<file path="src/rtl/switch_debounce_x3_pkg.sv">
`default_nettype none
// ============================================================================
// Module  : switch_debounce_x3_pkg
// Brief   : Shared constants, per-edge action encoding and counter-width
//           helper for the three-channel switch debouncer.
// Revision: 1.0  initial release
// ============================================================================
package switch_debounce_x3_pkg;

  // The majority voter downstream needs exactly three inputs.
  localparam int SW_N_CH              = 3;
  localparam int SW_DEBOUNCE_CYCLES   = 16;

  // What a channel does at the next clock edge.
  typedef enum logic [1:0] {
    ACT_IDLE   = 2'd0,  // synchronised level equals clean level
    ACT_COUNT  = 2'd1,  // new level seen, still counting
    ACT_ACCEPT = 2'd2   // terminal count reached, adopt new level
  } deb_action_e;

  // Counter must hold 0 .. DEBOUNCE_CYCLES.
  function automatic int cnt_width(input int cycles);
    return $clog2(cycles + 1);
  endfunction

endpackage
`default_nettype wire

</file>
<file path="src/rtl/switch_debounce_x3_if.sv">
`default_nettype none
// ============================================================================
// Module  : switch_debounce_x3_if
// Brief   : Switch bundle between the raw switches and the voter-facing
//           debounced outputs.
// Revision: 1.0  initial release
// ============================================================================
interface switch_debounce_x3_if
  import switch_debounce_x3_pkg::*;
#(
  parameter int N_CH = SW_N_CH
);

  logic [N_CH-1:0] sw_raw;
  logic [N_CH-1:0] sw_clean;
  logic [N_CH-1:0] sw_changed;
  logic            all_stable;

  // Board/bench side: drives the raw switches, observes conditioned levels.
  modport master (
    output sw_raw,
    input  sw_clean,
    input  sw_changed,
    input  all_stable
  );

  // Debouncer side.
  modport slave (
    input  sw_raw,
    output sw_clean,
    output sw_changed,
    output all_stable
  );

endinterface
`default_nettype wire

</file>
<file path="src/rtl/switch_debounce_x3_debounce_ch.sv">
`default_nettype none
// ============================================================================
// Module  : debounce_ch
// Brief   : One switch channel: two-flop synchroniser, stability counter,
//           registered clean level and one-cycle change pulse.
// Revision: 1.0  initial release
// ============================================================================
module debounce_ch
  import switch_debounce_x3_pkg::*;
#(
  parameter int DEBOUNCE_CYCLES = SW_DEBOUNCE_CYCLES,
  parameter int CNT_W           = cnt_width(SW_DEBOUNCE_CYCLES)
) (
  input  wire  clk,
  input  wire  rst_n,
  input  wire  sw_raw,
  output logic sw_clean,
  output logic sw_changed,
  output logic cnt_zero
);

  localparam logic [CNT_W-1:0] TERM = CNT_W'(DEBOUNCE_CYCLES - 1);

  logic             s1;
  logic             s2;
  logic [CNT_W-1:0] cnt;
  deb_action_e      action;

  // Decide the counter action from registered state only.
  always_comb begin
    action = ACT_IDLE;
    if (s2 != sw_clean) begin
      action = (cnt == TERM) ? ACT_ACCEPT : ACT_COUNT;
    end
  end

  // Synchroniser, stability counter and clean/changed registers.
  always_ff @(posedge clk) begin
    if (!rst_n) begin
      s1         <= 1'b0;
      s2         <= 1'b0;
      cnt        <= '0;
      sw_clean   <= 1'b0;
      sw_changed <= 1'b0;
    end else begin
      s1 <= sw_raw;
      s2 <= s1;
      unique case (action)
        ACT_COUNT: begin
          cnt        <= cnt + CNT_W'(1);
          sw_changed <= 1'b0;
        end
        ACT_ACCEPT: begin
          sw_clean   <= s2;
          cnt        <= '0;
          sw_changed <= 1'b1;
        end
        default: begin
          // Any return to the clean level discards the partial count.
          cnt        <= '0;
          sw_changed <= 1'b0;
        end
      endcase
    end
  end

  assign cnt_zero = (cnt == '0);

endmodule
`default_nettype wire

</file>
<file path="src/rtl/switch_debounce_x3.sv">
`default_nettype none
// ============================================================================
// Module  : switch_debounce_x3
// Brief   : Synchronises and debounces the three slide switches feeding the
//           majority voter; flags when every channel is settled.
// Revision: 1.0  initial release
// ============================================================================
module switch_debounce_x3
  import switch_debounce_x3_pkg::*;
#(
  parameter int N_CH            = SW_N_CH,
  parameter int DEBOUNCE_CYCLES = SW_DEBOUNCE_CYCLES
) (
  input  wire                  clk,
  input  wire                  rst_n,
  switch_debounce_x3_if.slave  bus
);

  // Counter width follows from DEBOUNCE_CYCLES.
  localparam int CNT_W = cnt_width(DEBOUNCE_CYCLES);

  logic [N_CH-1:0] clean_vec;
  logic [N_CH-1:0] changed_vec;
  logic [N_CH-1:0] zero_vec;

  generate
    for (genvar i = 0; i < N_CH; i++) begin : g_ch
      debounce_ch #(
        .DEBOUNCE_CYCLES (DEBOUNCE_CYCLES),
        .CNT_W           (CNT_W)
      ) u_ch (
        .clk        (clk),
        .rst_n      (rst_n),
        .sw_raw     (bus.sw_raw[i]),
        .sw_clean   (clean_vec[i]),
        .sw_changed (changed_vec[i]),
        .cnt_zero   (zero_vec[i])
      );
    end
  endgenerate

  assign bus.sw_clean   = clean_vec;
  assign bus.sw_changed = changed_vec;
  // Decoded from the counters only, so no raw-input path reaches it.
  assign bus.all_stable = &zero_vec;

endmodule
`default_nettype wire

</file>
<file path="src/flat_wrapper.sv">
// flat-port wrapper written by rule: the top's interface ports become plain ports
module switch_debounce_x3_flat import switch_debounce_x3_pkg::*;
#(
  parameter int N_CH            = SW_N_CH,
  parameter int DEBOUNCE_CYCLES = SW_DEBOUNCE_CYCLES
)
  (clk, rst_n, bus_sw_raw, bus_sw_clean, bus_sw_changed, bus_all_stable);
  switch_debounce_x3_if #(.N_CH(N_CH)) bus_i ();
  input  wire clk;
  input  wire rst_n;
  input wire logic [$bits(bus_i.sw_raw)-1:0] bus_sw_raw;
  output wire logic [$bits(bus_i.sw_clean)-1:0] bus_sw_clean;
  output wire logic [$bits(bus_i.sw_changed)-1:0] bus_sw_changed;
  output wire logic [$bits(bus_i.all_stable)-1:0] bus_all_stable;
  assign bus_i.sw_raw = bus_sw_raw;
  assign bus_sw_clean = bus_i.sw_clean;
  assign bus_sw_changed = bus_i.sw_changed;
  assign bus_all_stable = bus_i.all_stable;
  switch_debounce_x3 #(.N_CH(N_CH), .DEBOUNCE_CYCLES(DEBOUNCE_CYCLES)) u_core (.clk(clk), .rst_n(rst_n), .bus(bus_i));
endmodule
</file>
<file path="config.mk">
export PLATFORM = sky130hd
export DESIGN_NAME = switch_debounce_x3_flat
export DESIGN_NICKNAME = d
export VERILOG_FILES = /design/src/rtl/switch_debounce_x3_pkg.sv /design/src/rtl/switch_debounce_x3_if.sv /design/src/rtl/switch_debounce_x3_debounce_ch.sv /design/src/rtl/switch_debounce_x3.sv /design/src/flat_wrapper.sv
export SDC_FILE = /design/constraint.sdc
export NUM_CORES = 1
export LEC_CHECK = 0
export CAP_MARGIN = 20
export CORE_UTILIZATION = 53
export DETAILED_ROUTE_END_ITERATION = 10
export PLACE_DENSITY = 0.76
export REMOVE_ABC_BUFFERS = 1
export SLEW_MARGIN = 40
export SYNTH_ARGS = -nofsm -noshare
export SYNTH_HDL_FRONTEND = slang
export SYNTH_SLANG_ARGS = --single-unit
</file>
<file path="constraint.sdc">
create_clock -name clk -period 1.7 [get_ports clk]
set_clock_uncertainty 0.1 [all_clocks]
set_input_delay 0.34 -clock clk [delete_from_list [all_inputs] [get_ports clk]]
set_output_delay 0.34 -clock clk [all_outputs]
set_load 0.05 [all_outputs]
</file>
After elaboration in Yosys (flattened, before gate mapping)

Cells that the tools add are included.

Flip-flop bits (word level): 27
Input port bits: 5
Output and inout bits: 7
Logic and storage cells: 46

Add/sub/neg operators: 3
Equality and inequality tests: 12
Muxes and demuxes: 9
Reduce and logical (&&, ||, !) cells: 7

Operators with widths:

| kind                | number |
|---|---|
| $add 5x1->5 const B | 3 |
| $eq 5x4->1 const B  | 3 |
| $logic_not 5->1     | 3 |
| $mux 2              | 6 |
| $eq 2x1->1 const B  | 3 |
| $eq 2x2->1 const B  | 3 |
| $reduce_and 2->1    | 3 |
| $mux 1              | 3 |
| $ne 1x1->1          | 3 |
| $reduce_and 3->1    | 1 |

Depth between registers and ports, before layout

Depth in word-level cells: 5
Mapped depth: 5
Depth with buffers taken out: 5

By module

A second synthesis with hierarchy kept.

Cells, all modules: 100
Area total of the unflattened synthesis: 1042.2 um^2

By module, submodules not included:

| module             | times used | cells an instance | area each (um^2) | seq. area each (um^2) |
|---|---|---|---|---|
| debounce_ch        | 3          | 33                | 345.3            | 180.2 |
| switch_debounce_x3 | 1          | 1                 | 6.3              | 0.0 |

Worst setup path before layout

OpenSTA, ideal clock, no wires.

Kind: register -> output
Start point: register u_core.g_ch[2].u_ch.cnt[0]
End point: output bus_all_stable
Arrival time: 1.151 ns
Required time: 1.260 ns
Slack: 0.109 ns
Stages on the path, launching flop included: 5
Buffers on the path: 0
Cell sequence: dfxtp_1 inv_1 ha_1 nor4b_1 and3_1

Longest elaborated chain between the ends: 2

Ends and longest elaborated chain:

| element                | RTL line                             | source |
|---|---|---|
| from (decl)            | switch_debounce_x3_debounce_ch.sv:26 | `logic [CNT_W-1:0] cnt;` |
| from (signal assigned) | switch_debounce_x3_debounce_ch.sv:50 | `cnt <= cnt + CNT_W'(1);` |
| $logic_not 5->1        | switch_debounce_x3_debounce_ch.sv:67 | `assign cnt_zero = (cnt == '0);` |
| $reduce_and 3->1       | switch_debounce_x3.sv:45             | `assign bus.all_stable = &zero_vec;` |
| to (decl)              | flat_wrapper.sv:14                   | `output wire logic [$bits(bus_i.all_stable)-1:0] bus_all_stable;` |

No other way between the ends.

Worst setup path after layout

Start point: register u_core.g_ch[1].u_ch.cnt[1]
End point: output bus_all_stable

Longest elaborated chain between the ends: 2

Ends and longest elaborated chain:

| element                | RTL line |
|---|---|
| from (decl)            | switch_debounce_x3_debounce_ch.sv:26 |
| from (signal assigned) | switch_debounce_x3_debounce_ch.sv:50 |
| $logic_not 5->1        | switch_debounce_x3_debounce_ch.sv:67 |
| $reduce_and 3->1       | switch_debounce_x3.sv:45 |

No other way between the ends.

==> flow_metrics.tcl <==
set metrics [dict create \
    tns_ns -0.1624 \
    sw_frac_of_total_pct 20.65 \
    switchingPower_mw 0.2010 \
    dieArea_sq_um 2246 \
    ff2ff_path_depth 6 \
    rows 16 \
    grt_antenna_before_repair 0 \
    r2r-end "u_core.g_ch[2].u_ch.cnt[2]$_SDFF_PN0_" \
    cap_violations 0 \
    holdBufCountCts 0 \
    r2r_slack_ns 0.07 \
    coreArea_sq_um 1942 \
    synth_enable_flop_cells 0 \
    ys_seq_elements 27 \
    relSlewSlack_pct 80.90 \
    gp_congestion 0.7376 \
    failed_checks "negative setup slack" \
    synthCells 107 \
    drt_first_pass_iters 4 \
    cts_root_buf "clkbuf_4" \
    postRouteWirelength_um 1696 \
    num_antenna_cells 0 \
    startpoint_type "flip-flop" \
    endpoint "bus_all_stable" \
    io_pins 12 \
    synth_flop_cell "dfxtp_1" \
    fp.dieH_um 47.40 \
    whs_ns 0.3524 \
    area_delta_synth_final_pct 29.21 \
    grt-ovfl-total 0 \
    vias_per_cell 4.886 \
    port_buffers 11 \
    setup.worst_path.class "flip-flop to output pin" \
    clk_pin_slew_ns 0.13 \
    gr-usage-all-layers_pct 17.33 \
    power_frac_comb_pct 6.9 \
    fp.dieW_um 47.40 \
    clk_latency_ns 0.31 \
    internal-power_mw 0.7725 \
    cts_tree "done" \
    syn_area_sq_um 1092 \
    final_core_util_pct 72.68 \
    synth_top_area_share_pct 49.48 \
    cp.required_ns 1.26 \
    rsz0062_at_grt "true" \
    grt_max_degree 16 \
    dpl.hpwl_um 1143 \
    power.leakage_nw 0.6542 \
    crit_fanout 3 \
    final-hold-violation-count 0 \
    setup_violations 1 \
    synthArstFlopShare_pct 0 \
    grt_pass1_wl_um 2587 \
    drive_gt1_share_pct 34.43 \
    fin_area_sq_um 1411 \
    fin_crit_ns 1.862 \
    power_density_nw_per_um2 689.8 \
    finalMaxSlewViolations 0 \
    ys_types 16 \
    postRouteAntennaNets 0 \
    clkSinkCount 27 \
    dp_slack_ns 0.1375 \
    pwr-share-seq_pct 66.3 \
    syn_avg_cell_area_sq_um 10.21 \
    via_count 728 \
    endpoint_kind "output pin" \
    cts_buffers 3 \
    start_util_pct 56.25 \
    post-route-period-util_pct 109.6 \
    routedWlPerCell_um 11.38 \
    startpoint "u_core.g_ch[1].u_ch.cnt[1]$_SDFF_PN0_" \
    synth_area_leader_cell "dfxtp_1" \
    p_clk_share_pct 26.8 \
    post-synth-top-count-cell "dfxtp_1" \
    drc 0 \
    worst_pin_slew_ns 0.2856 \
    ys_warn_count 0 \
    yosys-top-cells-count "dfxtp_1, nor2_1, inv_1" \
    status "finished, violations left" \
    clock_path_buffers 2 \
    rr_startpoint "u_core.g_ch[2].u_ch.cnt[0]$_SDFF_PN0_" \
    hold_path_class "flip-flop to flip-flop" \
    dr.first_iter.drc_count 9 \
    ir_drop_mv 0.5015 \
    yosysSeqAreaShare_pct 49.48 \
    place_area_sq_um 1239 \
    arrival_ns 1.42 \
    nets 137 \
    synthTopCellsByArea "dfxtp_1, ha_1, nor2_1, xor2_1, buf_4" \
    finalWorstSetupSlack_ns -0.1624 \
    fmax_mhz 536.9 \
    grt_pass1_vias 635 \
    htreeDepth 1 \
]
per-stage QoR:
| stage | instances | power [mW] |
|---|---|---|
| 4_1_cts | 148 | 0.9806 |
| 6_report | 149 | 0.9735 |
| 3_3_place_gp | 139 | 0.7123 |
| 3_5_place_dp | 139 | 0.7136 |
| 2_1_floorplan | 100 | 0.6830 |
| 5_1_grt | 149 | 1.022 |
worst min-delay path by stage:
stage | cells after the start | to | slack (ns) | startpoint
floorplan | 1 | u_core.g_ch[0].u_ch.s2$_SDFF_PN0_ | 0.31 | u_core.g_ch[0].u_ch.s1$_SDFF_PN0_
global placement | 1 | u_core.g_ch[2].u_ch.s2$_SDFF_PN0_ | 0.31 | u_core.g_ch[2].u_ch.s1$_SDFF_PN0_
detailed placement | 1 | u_core.g_ch[1].u_ch.s2$_SDFF_PN0_ | 0.33 | u_core.g_ch[1].u_ch.s1$_SDFF_PN0_
CTS | 1 | u_core.g_ch[1].u_ch.s2$_SDFF_PN0_ | 0.36 | u_core.g_ch[1].u_ch.s1$_SDFF_PN0_
global route | 1 | u_core.g_ch[2].u_ch.s2$_SDFF_PN0_ | 0.37 | u_core.g_ch[2].u_ch.s1$_SDFF_PN0_
finish | 1 | u_core.g_ch[2].u_ch.s2$_SDFF_PN0_ | 0.35 | u_core.g_ch[2].u_ch.s1$_SDFF_PN0_
timing repair:
item | 4_1_cts | 5_1_grt
setup endpoints to repair | 1 | 11
pin swaps | 1 | 2
setup buffers | 5 | 1
gates resized for setup | 14 | 12
power by group through the flow:
| stage | logic [mW] | registers, mW | clock network (mW) |
|---|---|---|---|
| after floorplan | 0.0238 | 0.659 | 0 |
| after global placement | 0.0525 | 0.660 | 0 |
| after detailed placement | 0.0533 | 0.660 | 0 |
| after CTS | 0.0609 | 0.646 | 0.274 |
| after global routing | 0.0731 | 0.647 | 0.302 |
| final | 0.0670 | 0.646 | 0.261 |
layer usage:
layer | vias up | share of wire (%) | routed length [um] | global-route usage, %
li1 | 370 | - | - | -
met5 | - | 0 | 0 | 0
met2 | 12 | 51 | 860 | 26.58
met3 | 6 | 1.9 | 33 | 3.846
met4 | 0 | 2.9 | 50 | 14.29
met1 | 340 | 44 | 753 | 20.52
logic make-up after synthesis:
| group | after synthesis | share of synthesized area, % |
|---|---|---|
| mux | 3 | 2.749 |
| xor+xnor | 9 | 7.217 |
| flops | 27 | 49.48 |
| fa+ha+maj | 9 | 10.31 |
| simple gates | 40 | 21.53 |
| buf+inv | 19 | 8.705 |
worst max-delay path: stages, from the launching register on:
cell,delay [ns]
dfxtp_2,0.35
inv_2,0.06
ha_4,0.13
nor4b_4,0.20
and3_4,0.24
buf_12,0.13
state kept, by name, summed over array words and instances (netlist names):
register,count
u_core.g_ch.u_ch.sw_changed,3
u_core.g_ch.u_ch.s1,3
u_core.g_ch.u_ch.s2,3
u_core.g_ch.u_ch.sw_clean,3
u_core.g_ch.u_ch.cnt,15
layout by cell type, fill, tap and decap left out, types with 2 or more instances in the layout:
cell / synthesis / layout
and2_1: 6 / 6
and3_1: 4 / 3
and3_2: 3 / 3
buf_12: 0 / 5
buf_4: 6 / 9
clkbuf_4: 0 / 3
clkdlybuf4s50_1: 0 / 4
dfxtp_1: 27 / 21
dfxtp_2: 0 / 6
ha_1: 9 / 6
ha_2: 0 / 2
inv_1: 12 / 6
inv_2: 0 / 6
mux2i_1: 3 / 3
nand3_1: 3 / 3
nand3b_4: 0 / 3
nor2_1: 15 / 15
nor2b_1: 3 / 3
nor4b_4: 0 / 3
xnor2_1: 3 / 3
xor2_1: 6 / 6
cell type report:
type                            count  area, sq um
Clock buffer                        4        26.28
Fill cell                         151        530.5
Inverter                           12        45.04
Multi-Input combinational cell     61        550.5
Sequential cell                    27        548.0
Tap cell                           27        33.78
Timing Repair Buffer               18        207.7
Power figures use the tool's default switching activity.
